$ cat src/rtl/toy_bpu_tage_tx_table_ager_if.sv
`default_nettype none
// ============================================================================
//  Module   : toy_bpu_tage_tx_table_ager_if
//  Brief    : Requester, age-control and SRAM-side bus bundle for the TAGE
//             tagged-table ager. The slave modport is the ager's view; the
//             master modport is the view of the logic driving it.
//  Revision : 1.0 - initial release
// ============================================================================
interface toy_bpu_tage_tx_table_ager_if #(
    parameter int INDEX_WIDTH = 8,
    parameter int TAG_WIDTH   = 9,
    parameter int PRED_WIDTH  = 3,
    parameter int U_WIDTH     = 2
);
    // age control
    logic                   age_req;
    logic                   age_busy;
    logic                   age_drop;
    // requester access
    logic                   req_vld;
    logic                   req_wren;
    logic [INDEX_WIDTH-1:0] req_addr;
    logic [TAG_WIDTH-1:0]   req_wtag;
    logic [PRED_WIDTH-1:0]  req_wpred;
    logic                   req_wvalid;
    logic [U_WIDTH-1:0]     req_wu;
    // read response
    logic                   ack_vld;
    logic [TAG_WIDTH-1:0]   ack_tag;
    logic [PRED_WIDTH-1:0]  ack_pred;
    logic                   ack_valid;
    logic [U_WIDTH-1:0]     ack_u;
    // SRAM port
    logic                   mem_req_vld;
    logic                   mem_req_wren;
    logic [INDEX_WIDTH-1:0] mem_req_addr;
    logic [TAG_WIDTH-1:0]   mem_wtag;
    logic [PRED_WIDTH-1:0]  mem_wpred;
    logic                   mem_wvalid;
    logic [U_WIDTH-1:0]     mem_wu;
    logic [TAG_WIDTH-1:0]   mem_rtag;
    logic [PRED_WIDTH-1:0]  mem_rpred;
    logic                   mem_rvalid;
    logic [U_WIDTH-1:0]     mem_ru;

    modport slave (
        input  age_req, req_vld, req_wren, req_addr, req_wtag, req_wpred,
               req_wvalid, req_wu, mem_rtag, mem_rpred, mem_rvalid, mem_ru,
        output age_busy, age_drop, ack_vld, ack_tag, ack_pred, ack_valid,
               ack_u, mem_req_vld, mem_req_wren, mem_req_addr, mem_wtag,
               mem_wpred, mem_wvalid, mem_wu
    );

    modport master (
        output age_req, req_vld, req_wren, req_addr, req_wtag, req_wpred,
               req_wvalid, req_wu, mem_rtag, mem_rpred, mem_rvalid, mem_ru,
        input  age_busy, age_drop, ack_vld, ack_tag, ack_pred, ack_valid,
               ack_u, mem_req_vld, mem_req_wren, mem_req_addr, mem_wtag,
               mem_wpred, mem_wvalid, mem_wu
    );
endinterface
`default_nettype wire

$ cat src/rtl/toy_bpu_tage_tx_table_ager.sv
`default_nettype none
// ============================================================================
//  Module   : toy_bpu_tage_tx_table_ager
//  Brief    : TAGE tagged-table front end. Passes entry fields to the SRAM,
//             ages useful counters lazily through a per-entry mask applied
//             on read. With TOY_BPU_TAGE_TX_SCRUB_EN defined, a background
//             scrubber writes aged u values back during idle port cycles and
//             one further age event can be deferred while it runs.
//  Revision : 1.0 - initial release
// ============================================================================
module toy_bpu_tage_tx_table_ager #(
    parameter int INDEX_WIDTH = 8,
    parameter int TAG_WIDTH   = 9,
    parameter int PRED_WIDTH  = 3,
    parameter int U_WIDTH     = 2,
    parameter int AGE_MODE    = 0
) (
    input  logic                           clk,
    input  logic                           rst_n,
    toy_bpu_tage_tx_table_ager_if.slave    bus
);
    localparam int DEPTH = 2**INDEX_WIDTH;

    // One aging step: mode 1 halves u; mode 0 clears the MSB on odd events
    // (phase 1) and the LSB on even events (phase 0). Never increases u.
    function automatic logic [U_WIDTH-1:0] f_age(input logic [U_WIDTH-1:0] u,
                                                 input logic ph);
        logic [U_WIDTH-1:0] r;
        r = u;
        if (AGE_MODE == 1) begin
            r = u >> 1;
        end else if (ph) begin
            r[U_WIDTH-1] = 1'b0;
        end else begin
            r[0] = 1'b0;
        end
        return r;
    endfunction

    logic [DEPTH-1:0] r_mask;
    logic             r_phase;
    logic             r_ack_vld;
    logic             r_rd_masked;
    logic             r_rd_phase;
    logic             w_age_accept;
    logic             w_req_wr;

    assign w_req_wr = bus.req_vld && bus.req_wren;

`ifdef TOY_BPU_TAGE_TX_SCRUB_EN
    typedef enum logic [1:0] {
        ST_IDLE = 2'd0,
        ST_RD   = 2'd1,
        ST_WR   = 2'd2
    } state_t;

    state_t                 r_state;
    logic [INDEX_WIDTH-1:0] r_ptr;
    logic                   r_deferred;
    logic                   r_age_busy;
    logic                   r_age_drop;
    logic                   w_step_done;
    logic                   w_scrub_wr;
    logic                   w_last_done;
    logic                   w_busy_req;

    // A WR step completes whenever the requester leaves the port free; the
    // write itself is skipped if the requester rewrote the entry meanwhile.
    assign w_step_done  = (r_state == ST_WR) && !bus.req_vld;
    assign w_scrub_wr   = w_step_done && r_mask[r_ptr];
    assign w_last_done  = w_step_done && (&r_ptr);
    assign w_busy_req   = bus.age_req && (r_state != ST_IDLE);
    assign w_age_accept = (bus.age_req && ((r_state == ST_IDLE) || w_last_done))
                        || (w_last_done && r_deferred);

    // Scrub sequencer: walks every entry, read then write-back, yielding to the requester.
    always_ff @(posedge clk or negedge rst_n) begin
        if (!rst_n) begin
            r_state    <= ST_IDLE;
            r_ptr      <= '0;
            r_deferred <= 1'b0;
            r_age_busy <= 1'b0;
            r_age_drop <= 1'b0;
        end else begin
            r_age_drop <= w_busy_req && r_deferred && !w_last_done;
            if (w_last_done) begin
                r_deferred <= r_deferred && bus.age_req;
            end else if (w_busy_req) begin
                r_deferred <= 1'b1;
            end
            if (w_age_accept) begin
                r_state    <= ST_RD;
                r_ptr      <= '0;
                r_age_busy <= 1'b1;
            end else begin
                case (r_state)
                    ST_RD: begin
                        if (!bus.req_vld) begin
                            r_state <= ST_WR;
                        end
                    end
                    ST_WR: begin
                        if (bus.req_vld) begin
                            r_state <= ST_RD;
                        end else if (&r_ptr) begin
                            r_state    <= ST_IDLE;
                            r_age_busy <= 1'b0;
                        end else begin
                            r_state <= ST_RD;
                            r_ptr   <= r_ptr + INDEX_WIDTH'(1);
                        end
                    end
                    default: begin
                        r_state <= ST_IDLE;
                    end
                endcase
            end
        end
    end

    assign bus.age_busy = r_age_busy;
    assign bus.age_drop = r_age_drop;
`else
    logic w_scrub_wr;

    assign w_scrub_wr   = 1'b0;
    assign w_age_accept = bus.age_req;
    assign bus.age_busy = 1'b0;
    assign bus.age_drop = 1'b0;
`endif

    // Age mask and phase; an age event's set-all takes priority over any clear.
    always_ff @(posedge clk or negedge rst_n) begin
        if (!rst_n) begin
            r_mask  <= '0;
            r_phase <= 1'b0;
        end else if (w_age_accept) begin
            r_mask  <= '1;
            r_phase <= ~r_phase;
        end else begin
            if (w_req_wr) begin
                r_mask[bus.req_addr] <= 1'b0;
            end
`ifdef TOY_BPU_TAGE_TX_SCRUB_EN
            if (w_scrub_wr) begin
                r_mask[r_ptr] <= 1'b0;
            end
`endif
        end
    end

    // Read pipeline: capture mask bit and phase at request time, pre-age.
    always_ff @(posedge clk or negedge rst_n) begin
        if (!rst_n) begin
            r_ack_vld   <= 1'b0;
            r_rd_masked <= 1'b0;
            r_rd_phase  <= 1'b0;
        end else begin
            r_ack_vld   <= bus.req_vld && !bus.req_wren;
            r_rd_masked <= r_mask[bus.req_addr];
            r_rd_phase  <= r_phase;
        end
    end

    assign bus.ack_vld   = r_ack_vld;
    assign bus.ack_tag   = r_ack_vld ? bus.mem_rtag   : '0;
    assign bus.ack_pred  = r_ack_vld ? bus.mem_rpred  : '0;
    assign bus.ack_valid = r_ack_vld ? bus.mem_rvalid : 1'b0;
    assign bus.ack_u     = !r_ack_vld ? '0 :
                           r_rd_masked ? f_age(bus.mem_ru, r_rd_phase) : bus.mem_ru;

    // SRAM port mux: requester always wins, scrubber uses leftover cycles.
    always_comb begin
        bus.mem_req_vld  = 1'b0;
        bus.mem_req_wren = 1'b0;
        bus.mem_req_addr = '0;
        bus.mem_wtag     = '0;
        bus.mem_wpred    = '0;
        bus.mem_wvalid   = 1'b0;
        bus.mem_wu       = '0;
        if (bus.req_vld) begin
            bus.mem_req_vld  = 1'b1;
            bus.mem_req_wren = bus.req_wren;
            bus.mem_req_addr = bus.req_addr;
            bus.mem_wtag     = bus.req_wtag;
            bus.mem_wpred    = bus.req_wpred;
            bus.mem_wvalid   = bus.req_wvalid;
            bus.mem_wu       = bus.req_wu;
        end
`ifdef TOY_BPU_TAGE_TX_SCRUB_EN
        else if (r_state == ST_RD) begin
            bus.mem_req_vld  = 1'b1;
            bus.mem_req_addr = r_ptr;
        end else if (w_scrub_wr) begin
            bus.mem_req_vld  = 1'b1;
            bus.mem_req_wren = 1'b1;
            bus.mem_req_addr = r_ptr;
            bus.mem_wtag     = bus.mem_rtag;
            bus.mem_wpred    = bus.mem_rpred;
            bus.mem_wvalid   = bus.mem_rvalid;
            bus.mem_wu       = f_age(bus.mem_ru, r_phase);
        end
`endif
    end

endmodule
`default_nettype wire
$ cat src/flat_wrapper.sv
// flat-port wrapper written by rule: the top's interface ports become plain ports
module toy_bpu_tage_tx_table_ager_flat 
#(
    parameter int INDEX_WIDTH = 8,
    parameter int TAG_WIDTH   = 9,
    parameter int PRED_WIDTH  = 3,
    parameter int U_WIDTH     = 2,
    parameter int AGE_MODE    = 0
)
  (clk, rst_n, bus_age_req, bus_req_vld, bus_req_wren, bus_req_addr, bus_req_wtag, bus_req_wpred, bus_req_wvalid, bus_req_wu, bus_mem_rtag, bus_mem_rpred, bus_mem_rvalid, bus_mem_ru, bus_age_busy, bus_age_drop, bus_ack_vld, bus_ack_tag, bus_ack_pred, bus_ack_valid, bus_ack_u, bus_mem_req_vld, bus_mem_req_wren, bus_mem_req_addr, bus_mem_wtag, bus_mem_wpred, bus_mem_wvalid, bus_mem_wu);
  toy_bpu_tage_tx_table_ager_if #(.INDEX_WIDTH(INDEX_WIDTH), .TAG_WIDTH(TAG_WIDTH), .PRED_WIDTH(PRED_WIDTH), .U_WIDTH(U_WIDTH)) bus_i ();
  input  logic clk;
  input  logic rst_n;
  input wire logic [$bits(bus_i.age_req)-1:0] bus_age_req;
  input wire logic [$bits(bus_i.req_vld)-1:0] bus_req_vld;
  input wire logic [$bits(bus_i.req_wren)-1:0] bus_req_wren;
  input wire logic [$bits(bus_i.req_addr)-1:0] bus_req_addr;
  input wire logic [$bits(bus_i.req_wtag)-1:0] bus_req_wtag;
  input wire logic [$bits(bus_i.req_wpred)-1:0] bus_req_wpred;
  input wire logic [$bits(bus_i.req_wvalid)-1:0] bus_req_wvalid;
  input wire logic [$bits(bus_i.req_wu)-1:0] bus_req_wu;
  input wire logic [$bits(bus_i.mem_rtag)-1:0] bus_mem_rtag;
  input wire logic [$bits(bus_i.mem_rpred)-1:0] bus_mem_rpred;
  input wire logic [$bits(bus_i.mem_rvalid)-1:0] bus_mem_rvalid;
  input wire logic [$bits(bus_i.mem_ru)-1:0] bus_mem_ru;
  output wire logic [$bits(bus_i.age_busy)-1:0] bus_age_busy;
  output wire logic [$bits(bus_i.age_drop)-1:0] bus_age_drop;
  output wire logic [$bits(bus_i.ack_vld)-1:0] bus_ack_vld;
  output wire logic [$bits(bus_i.ack_tag)-1:0] bus_ack_tag;
  output wire logic [$bits(bus_i.ack_pred)-1:0] bus_ack_pred;
  output wire logic [$bits(bus_i.ack_valid)-1:0] bus_ack_valid;
  output wire logic [$bits(bus_i.ack_u)-1:0] bus_ack_u;
  output wire logic [$bits(bus_i.mem_req_vld)-1:0] bus_mem_req_vld;
  output wire logic [$bits(bus_i.mem_req_wren)-1:0] bus_mem_req_wren;
  output wire logic [$bits(bus_i.mem_req_addr)-1:0] bus_mem_req_addr;
  output wire logic [$bits(bus_i.mem_wtag)-1:0] bus_mem_wtag;
  output wire logic [$bits(bus_i.mem_wpred)-1:0] bus_mem_wpred;
  output wire logic [$bits(bus_i.mem_wvalid)-1:0] bus_mem_wvalid;
  output wire logic [$bits(bus_i.mem_wu)-1:0] bus_mem_wu;
  assign bus_i.age_req = bus_age_req;
  assign bus_i.req_vld = bus_req_vld;
  assign bus_i.req_wren = bus_req_wren;
  assign bus_i.req_addr = bus_req_addr;
  assign bus_i.req_wtag = bus_req_wtag;
  assign bus_i.req_wpred = bus_req_wpred;
  assign bus_i.req_wvalid = bus_req_wvalid;
  assign bus_i.req_wu = bus_req_wu;
  assign bus_i.mem_rtag = bus_mem_rtag;
  assign bus_i.mem_rpred = bus_mem_rpred;
  assign bus_i.mem_rvalid = bus_mem_rvalid;
  assign bus_i.mem_ru = bus_mem_ru;
  assign bus_age_busy = bus_i.age_busy;
  assign bus_age_drop = bus_i.age_drop;
  assign bus_ack_vld = bus_i.ack_vld;
  assign bus_ack_tag = bus_i.ack_tag;
  assign bus_ack_pred = bus_i.ack_pred;
  assign bus_ack_valid = bus_i.ack_valid;
  assign bus_ack_u = bus_i.ack_u;
  assign bus_mem_req_vld = bus_i.mem_req_vld;
  assign bus_mem_req_wren = bus_i.mem_req_wren;
  assign bus_mem_req_addr = bus_i.mem_req_addr;
  assign bus_mem_wtag = bus_i.mem_wtag;
  assign bus_mem_wpred = bus_i.mem_wpred;
  assign bus_mem_wvalid = bus_i.mem_wvalid;
  assign bus_mem_wu = bus_i.mem_wu;
  toy_bpu_tage_tx_table_ager #(.INDEX_WIDTH(INDEX_WIDTH), .TAG_WIDTH(TAG_WIDTH), .PRED_WIDTH(PRED_WIDTH), .U_WIDTH(U_WIDTH), .AGE_MODE(AGE_MODE)) u_core (.clk(clk), .rst_n(rst_n), .bus(bus_i));
endmodule
$ cat config.mk
export PLATFORM = sky130hd
export DESIGN_NAME = toy_bpu_tage_tx_table_ager_flat
export DESIGN_NICKNAME = d
export VERILOG_FILES = /design/src/rtl/toy_bpu_tage_tx_table_ager_if.sv /design/src/rtl/toy_bpu_tage_tx_table_ager.sv /design/src/flat_wrapper.sv
export SDC_FILE = /design/constraint.sdc
export NUM_CORES = 1
export LEC_CHECK = 0
export CORE_ASPECT_RATIO = 2
export CORE_MARGIN = 8
export CORE_UTILIZATION = 40
export CTS_CLUSTER_DIAMETER = 80
export DETAILED_ROUTE_END_ITERATION = 10
export PLACE_DENSITY_LB_ADDON = 0.08
export SYNTH_ARGS = -nofsm -noshare
export SYNTH_HDL_FRONTEND = slang
export SYNTH_SLANG_ARGS = --single-unit
$ cat constraint.sdc
create_clock -name clk -period 2.7 [get_ports clk]
set_clock_uncertainty 0.05 [all_clocks]
set_input_delay 0.27 -clock clk [delete_from_list [all_inputs] [get_ports clk]]
set_output_delay 0.27 -clock clk [all_outputs]
set_load 0.05 [all_outputs]
==> results.md, run 1 <==
- P_sw: around 2.1 mW
- Final worst path period share: 0.919
- Max layer used: met4
- Slew Limit Fails: 0
- Clock buffer depth: 3
- Largest net degree at the start of global routing: 110
- Total length of routed wires: 38.5 mm
- Detailed Place HPWL: approximately 27 mm
- Ys async rst share: 1.00
- Worst-path clk slew: 0.07 ns
- Core Util, Final: 0.492
- Non-filler cells, final: around 1,600
- Die X: 140 um
- R2r startpoint: u_core.r_mask[143]
- Flop2flop setup slack: about 0.23 ns
- Met2 Wirelength: between 20 and 25 mm
- WL per Instance: roughly 24 um
- EDFF count, synth: 0
- Int Pwr: between 6 and 7 mW
- Setup slack after layout: 0.220 ns
- Starting DRC count in detailed routing: between 500 and 600
- Peak VDD IR: 0.000476 V
- Placed cells: around 1,600
- WHS Path Cells: 2
- Rows: 90
- Yosys warning count: 0
- Drt pass-1 iters: 5
- Initial Utilization: 0.406
- Vias per cell: between 5 and 6
- Slew @ Worst Pin: slightly above 0.9 ns
- Pre-CTS setup slack: -0.142 ns
- Final hold vios: 0
- DP Area: 14,000 um2
- GPL Wtd Cong: approximately 0.85
- Met3 wire length: around 1.6 mm
- Worst path required time: between 2 and 2.5 ns
- Slowest CP cell: clkdlybuf4s50_1
- Sw frac: 0.253
- Main synth FF type: dfrtp_1
- Post-CTS Setup Inserts: 0
- Critical path fanouts, max: 16
- I/O Buffers: 83
- Logic pwr share: 0.103
- Grt ovf: 0
- WS Path Type: reg2out
- Inserted Clock Buffers: 26
- Final #Nets: 1,278
- Seq pwr share: 0.477
- Maxcap violations: 0
- Design area: 14,800 um2
- Drc violations: 0
- Hold Path Sink: u_core.bus.ack_vld
- First-pass GRT wire length: 59.3 mm
- Vias in the first global route: 9,506
- Slew HR: 0.377
- Synthesized area: 12,300 um2
- Delay of the slowest critical-path stage: 0.83 ns
- Tmin final: ~2.5 ns
- Pleak: 4.80 nW
- Clock latency on the worst-skew pair: roughly 0.55 ns
- Flops & latches, synth: 260
- Crit path launch type: register
- Total Routing Usage GR: 0.209
- Post-CTS sizing: 0
- CORE AREA: 30,200 um2
- Register-to-Register Path Depth: 6
- F_max: about 400 MHz
- Gate Count Post-Synth: 1,108
- Layout cells sized above 1: 0.195
- ANT cells: 0
- Unique cell type count in the Yosys netlist: 27
- Cell-by-cell trace of the critical path: nand2_1 > a21oi_1 > clkdlybuf4s50_1
- Io pins: 86
- DRT antenna net count: 0
- Sequential area share after synthesis: 0.531
- Worst hold slack: approximately 0.23 ns
- Hold Path Origin: bus_req_wren
- CTS tree: yes
- CP Capture Type: output pin
- Cts hold-fix bufs: 1
- Vias: 9,106
- Met1 WL: ~14 mm
- Die Y: about 260 um
- Hold Path Class: in2reg
- Critical Path AT: 2.16 ns
- Reg2reg end: u_core.r_rd_masked
- Area Overhead vs Synth: 21.0%
- Pwr per Cell Area: between 500 and 600 nW/um2
- Post-synthesis area per instance: between 10 and 15 um2
- CTS root buf: clkbuf_16
- Number of antenna violations at the first check in global routing: 0
- CTS Sinks: 260
- Clock share of power: 0.420
- Die ar.: around 37,000 um2
- Setup violators final: 0
- RSZ-0062 raised after global routing: false
- Status: finished clean
- H-tree depth: 1
==> power groups by stage <==
| stage | clock network (mW) | logic [mW] | registers (mW) |
|---|---|---|---|
| 6_report | 3.48 | 0.851 | 3.95 |
| 5_1_grt | 3.70 | 0.911 | 3.95 |
| 4_1_cts | 3.56 | 0.868 | 3.95 |
| 3_5_place_dp | 0 | 0.865 | 4.02 |
| 3_3_place_gp | 0 | 0.862 | 4.02 |
| 2_1_floorplan | 0 | 0.433 | 4.01 |
==> how the worst max path moves through the flow <==
stage                        from                 end  slack [ns]  depth (start not counted)
2_1_floorplan        bus_req_wren   u_core.r_mask[16]        0.47                          8
3_5_place_dp      bus_req_addr[2]  u_core.r_rd_masked       -0.14                          8
4_1_cts        u_core.bus.ack_vld        bus_ack_u[0]        0.15                          3
6_report       u_core.bus.ack_vld        bus_ack_u[0]        0.22                          3
3_3_place_gp      bus_req_addr[3]  u_core.r_rd_masked       -0.17                          8
5_1_grt        u_core.bus.ack_vld        bus_ack_u[0]        0.07                          3
==> Yosys cell counts (all sizes together) (4+ instances only) <==
| cell type | number | area [um2] |
|---|---|---|
| buf | 26 | 175 |
| nand2b | 8 | 50.1 |
| and2 | 39 | 244 |
| nand2 | 263 | 987 |
| nor3 | 8 | 40.0 |
| a22oi | 32 | 245 |
| clkbuf | 64 | 240 |
| nor4 | 4 | 31.3 |
| nand3 | 5 | 25.0 |
| nor2b | 5 | 31.3 |
| nor2 | 45 | 169 |
| dfrtp | 260 | 6510 |
| a21o | 256 | 1920 |
| a21oi | 18 | 90.1 |
| mux4 | 64 | 1440 |
==> per-layer routing <==
layer / vias to the layer above / global-route usage
li1: 4087 / -
met3: 70 / 0.0274
met5: - / 0
met4: 0 / 0.0947
met1: 4686 / 0.229
met2: 263 / 0.392
==> logic make-up after synthesis <==
group | synth area share
multiplexers | 0.118
other | 0.000306
XOR/XNOR | 0.000714
flip-flops | 0.531
buffers and inverters | 0.0342
AND/OR/NAND/NOR | 0.132
AO/OA/AOI/OAI | 0.185
==> final cells by class <==
cell class	instances	area, um2
Fill cell	2751	15300
Sequential cell	260	6510
Multi-Input combinational cell	758	5360
Timing Repair Buffer	188	1710
Clock buffer	37	773
Tap cell	368	460
Clock inverter	4	20.0
Inverter	1	3.75
==> registers in the layout, summed over array words and instances, names as in the netlist <==
name                flops
u_core.r_mask         256
u_core.r_rd_phase       1
u_core.bus.ack_vld      1
u_core.r_rd_masked      1
u_core.r_phase          1
==> critical path: cells and delay by family (launching register included) <==
kind                   cells  cell delay (ns)
AND/OR/NAND/NOR            1             0.10
buffers and inverters      1             0.83
AO/OA/AOI/OAI              1             0.13
flip-flops                 1             0.55
==> through the flow <==
stage	setup TNS (ns)	total power, mW
5_1_grt	0	8.56
2_1_floorplan	0	4.44
3_3_place_gp	-0.166	4.88
6_report	0	8.28
3_5_place_dp	-0.142	4.89
4_1_cts	0	8.38
==> cells in the final DEF, fill, tap and decap left out, types with 2 or more instances in the layout <==
master,netlist,final
dfrtp_1,260,260
buf_12,0,12
a22oi_1,31,31
nand2_1,263,263
buf_4,6,119
nor4_1,3,3
a21oi_1,18,18
or3_1,3,3
clkbuf_1,64,4
nand2b_1,8,8
a21o_1,256,256
clkbuf_8,0,7
nor2_1,45,45
clkinv_2,0,4
nor3_2,0,3
mux4_2,64,64
nand3_1,5,5
nor2b_1,5,4
clkdlybuf4s50_1,0,54
and2_1,39,39
nor3_1,8,5
or2_2,3,3
clkbuf_16,0,27
conb_1,1,2
Power figures use the tool's default switching activity.
==> run 2, diff against run 1 <==
--- a/config.mk
+++ b/config.mk
@@ -10,7 +10,10 @@
 export CORE_UTILIZATION = 40
 export CTS_CLUSTER_DIAMETER = 80
 export DETAILED_ROUTE_END_ITERATION = 10
+export DONT_BUFFER_PORTS = 1
 export PLACE_DENSITY_LB_ADDON = 0.08
+export SKIP_LAST_GASP = 1
+export SLEW_MARGIN = 10
 export SYNTH_ARGS = -nofsm -noshare
 export SYNTH_HDL_FRONTEND = slang
 export SYNTH_SLANG_ARGS = --single-unit
==> results.md, run 2 (same netlist as run 1, synthesis figures left out) <==
- Status: finished with violations
- Failing checks: negative hold slack
- GR Layer Usage met3: 0.0276
- WL per Instance: 24.0 um
- Final worst path period share: 0.948
- Drt pass-1 iters: 5
- Fillers: ~2,800
- Total length of routed wires: 39.0 mm
- Final #Nets: ~1,300
- Clock buffer depth: 3
- Reg with most FFs: u_core.r_mask
- Final hold vios: between 200 and 300
- RSZ-0062 raised after global routing: false
- Register area: 6510 um2
- Post-CTS Setup Inserts: 0
- CTS Sinks: 260
- Inserted Clock Buffers: 25
- GPL Wtd Cong: 0.771
- TNS Setup: 0 ns
- Core Util, Final: 0.499
- Tmin final: 2.56 ns
- GR Layer Usage met2: 0.395
- WS Path Type: reg2reg
- Io pins: 86
- Die Y: ~260 um
- Cts hold-fix bufs: about 140
- Worst-path clk slew: ~0.070 ns
- Hold Path Class: in2async
- I/O Buffers: 0
- CTS tree: yes
- Peak VDD IR: around 0.00050 V
- Cell-by-cell trace of the critical path: mux4_2 > a22oi_1 > a21oi_1 > nor4_1 > o22ai_1 > or3_1
- F_max: ~400 MHz
- Die ar.: between 30,000 and 40,000 um2
- Detailed Place HPWL: about 23 mm
- CP Capture Type: register
- Largest net degree at the start of global routing: 261
- Most frequent cells in the layout: 263 x nand2_1, 260 x dfrtp_1, 256 x a21o_1, 135 x dlygate4sd3_1, 64 x mux4_2
- Slew HR: 0.312
- Initial Utilization: 0.406
- Area Overhead vs Synth: 22.9%
- Number of antenna violations at the first check in global routing: 1
- Total Routing Usage GR: 0.214
- CORE AREA: 30,200 um2
- Crit path launch type: register
- GRT busiest layer: met2
- Layout cells sized above 1: 0.139
- Drc violations: 0
- Clock latency on the worst-skew pair: 0.55 ns
- First-pass GRT wire length: a little over 60 mm
- Vias: 9,291
- Grt ovf: 0
- Post-CTS sizing: 0
- Vias in the first global route: about 10,000
- CTS root buf: clkbuf_16
- Worst hold slack: -0.600 ns
- Max reg flops: between 200 and 300
- Delay of the slowest critical-path stage: between 0.5 and 0.6 ns
- Pleak: around 4.4 nW
- Vias per cell: 5.72
- Rows: 90
- Critical Path AT: approximately 2.9 ns
- Slew @ Worst Pin: between 1 and 1.5 ns
- Critical path fanouts, max: 2
- Worst path required time: a little over 3 ns
- CP top delay family: compound AO/OA/AOI/OAI gates
- DRT antenna net count: 0
- Buf/Inv on CP: 0
- Area of the multi-input gates: about 5400 um2
- Slowest CP cell: a22oi_1
- Met1 GRT Util: 0.236
- ANT cells: 0
- Die X: between 100 and 150 um
- Maxcap violations: 0
- Slew Limit Fails: 0
- Setup violators final: 0
- Starting DRC count in detailed routing: 719
- Commonest non-fill, non-tap cell in the layout: nand2_1
- H-tree depth: 1
- Pwr per Cell Area: 550 nW/um2
-- run 2: layer usage --
metal | part of all wire | up-vias
met1 | 0.37 | 4850
met3 | 0.044 | 67
li1 | - | 4114
met2 | 0.54 | 260
met5 | 0 | -
met4 | 0.047 | 0
-- run 2: area by class of cell --
type                            instances  share of cell area
Sequential cell                       260               0.432
Multi-Input combinational cell        758               0.356
Timing Repair Buffer                  194               0.123
Clock buffer                           34              0.0477
Tap cell                              368              0.0306
Clock inverter                         10              0.0105
Inverter                                1            0.000249
-- run 2: stage by stage --
step | cell area, um2 | std cells | setup WS (ns) | total power, mW
3_5_place_dp | 12800 | 1445 | 0.150 | 4.48
5_1_grt | 15100 | 1625 | 0.0828 | 8.54
4_1_cts | 15100 | 1625 | 0.206 | 8.38
3_3_place_gp | 12800 | 1445 | 0.113 | 4.48
2_1_floorplan | 12300 | 1109 | 0.470 | 4.44
6_report | 15100 | 1625 | 0.140 | 8.29
-- run 2: where the power goes --
part	switching [mW]	total, mW	internal (mW)
clock network	1.58	3.83	2.25
logic	0.359	0.514	0.155
registers	0.0267	3.95	3.92
total	1.97	8.29	6.32
-- run 2: worst paths after layout --
check,startpoint,end,slack [ns],cells past startpoint
max in group asynchronous,rst_n,u_core.r_mask[184],2.48,0
setup reg to reg,u_core.r_mask[175],u_core.r_rd_masked,0.14,6
setup / recovery,u_core.r_mask[175],u_core.r_rd_masked,0.14,6
hold / removal,rst_n,u_core.r_mask[8],-0.60,0
min in group clk,bus_req_addr[3],u_core.r_mask[163],0.06,4
hold reg to reg,u_core.r_phase,u_core.r_rd_phase,0.35,0
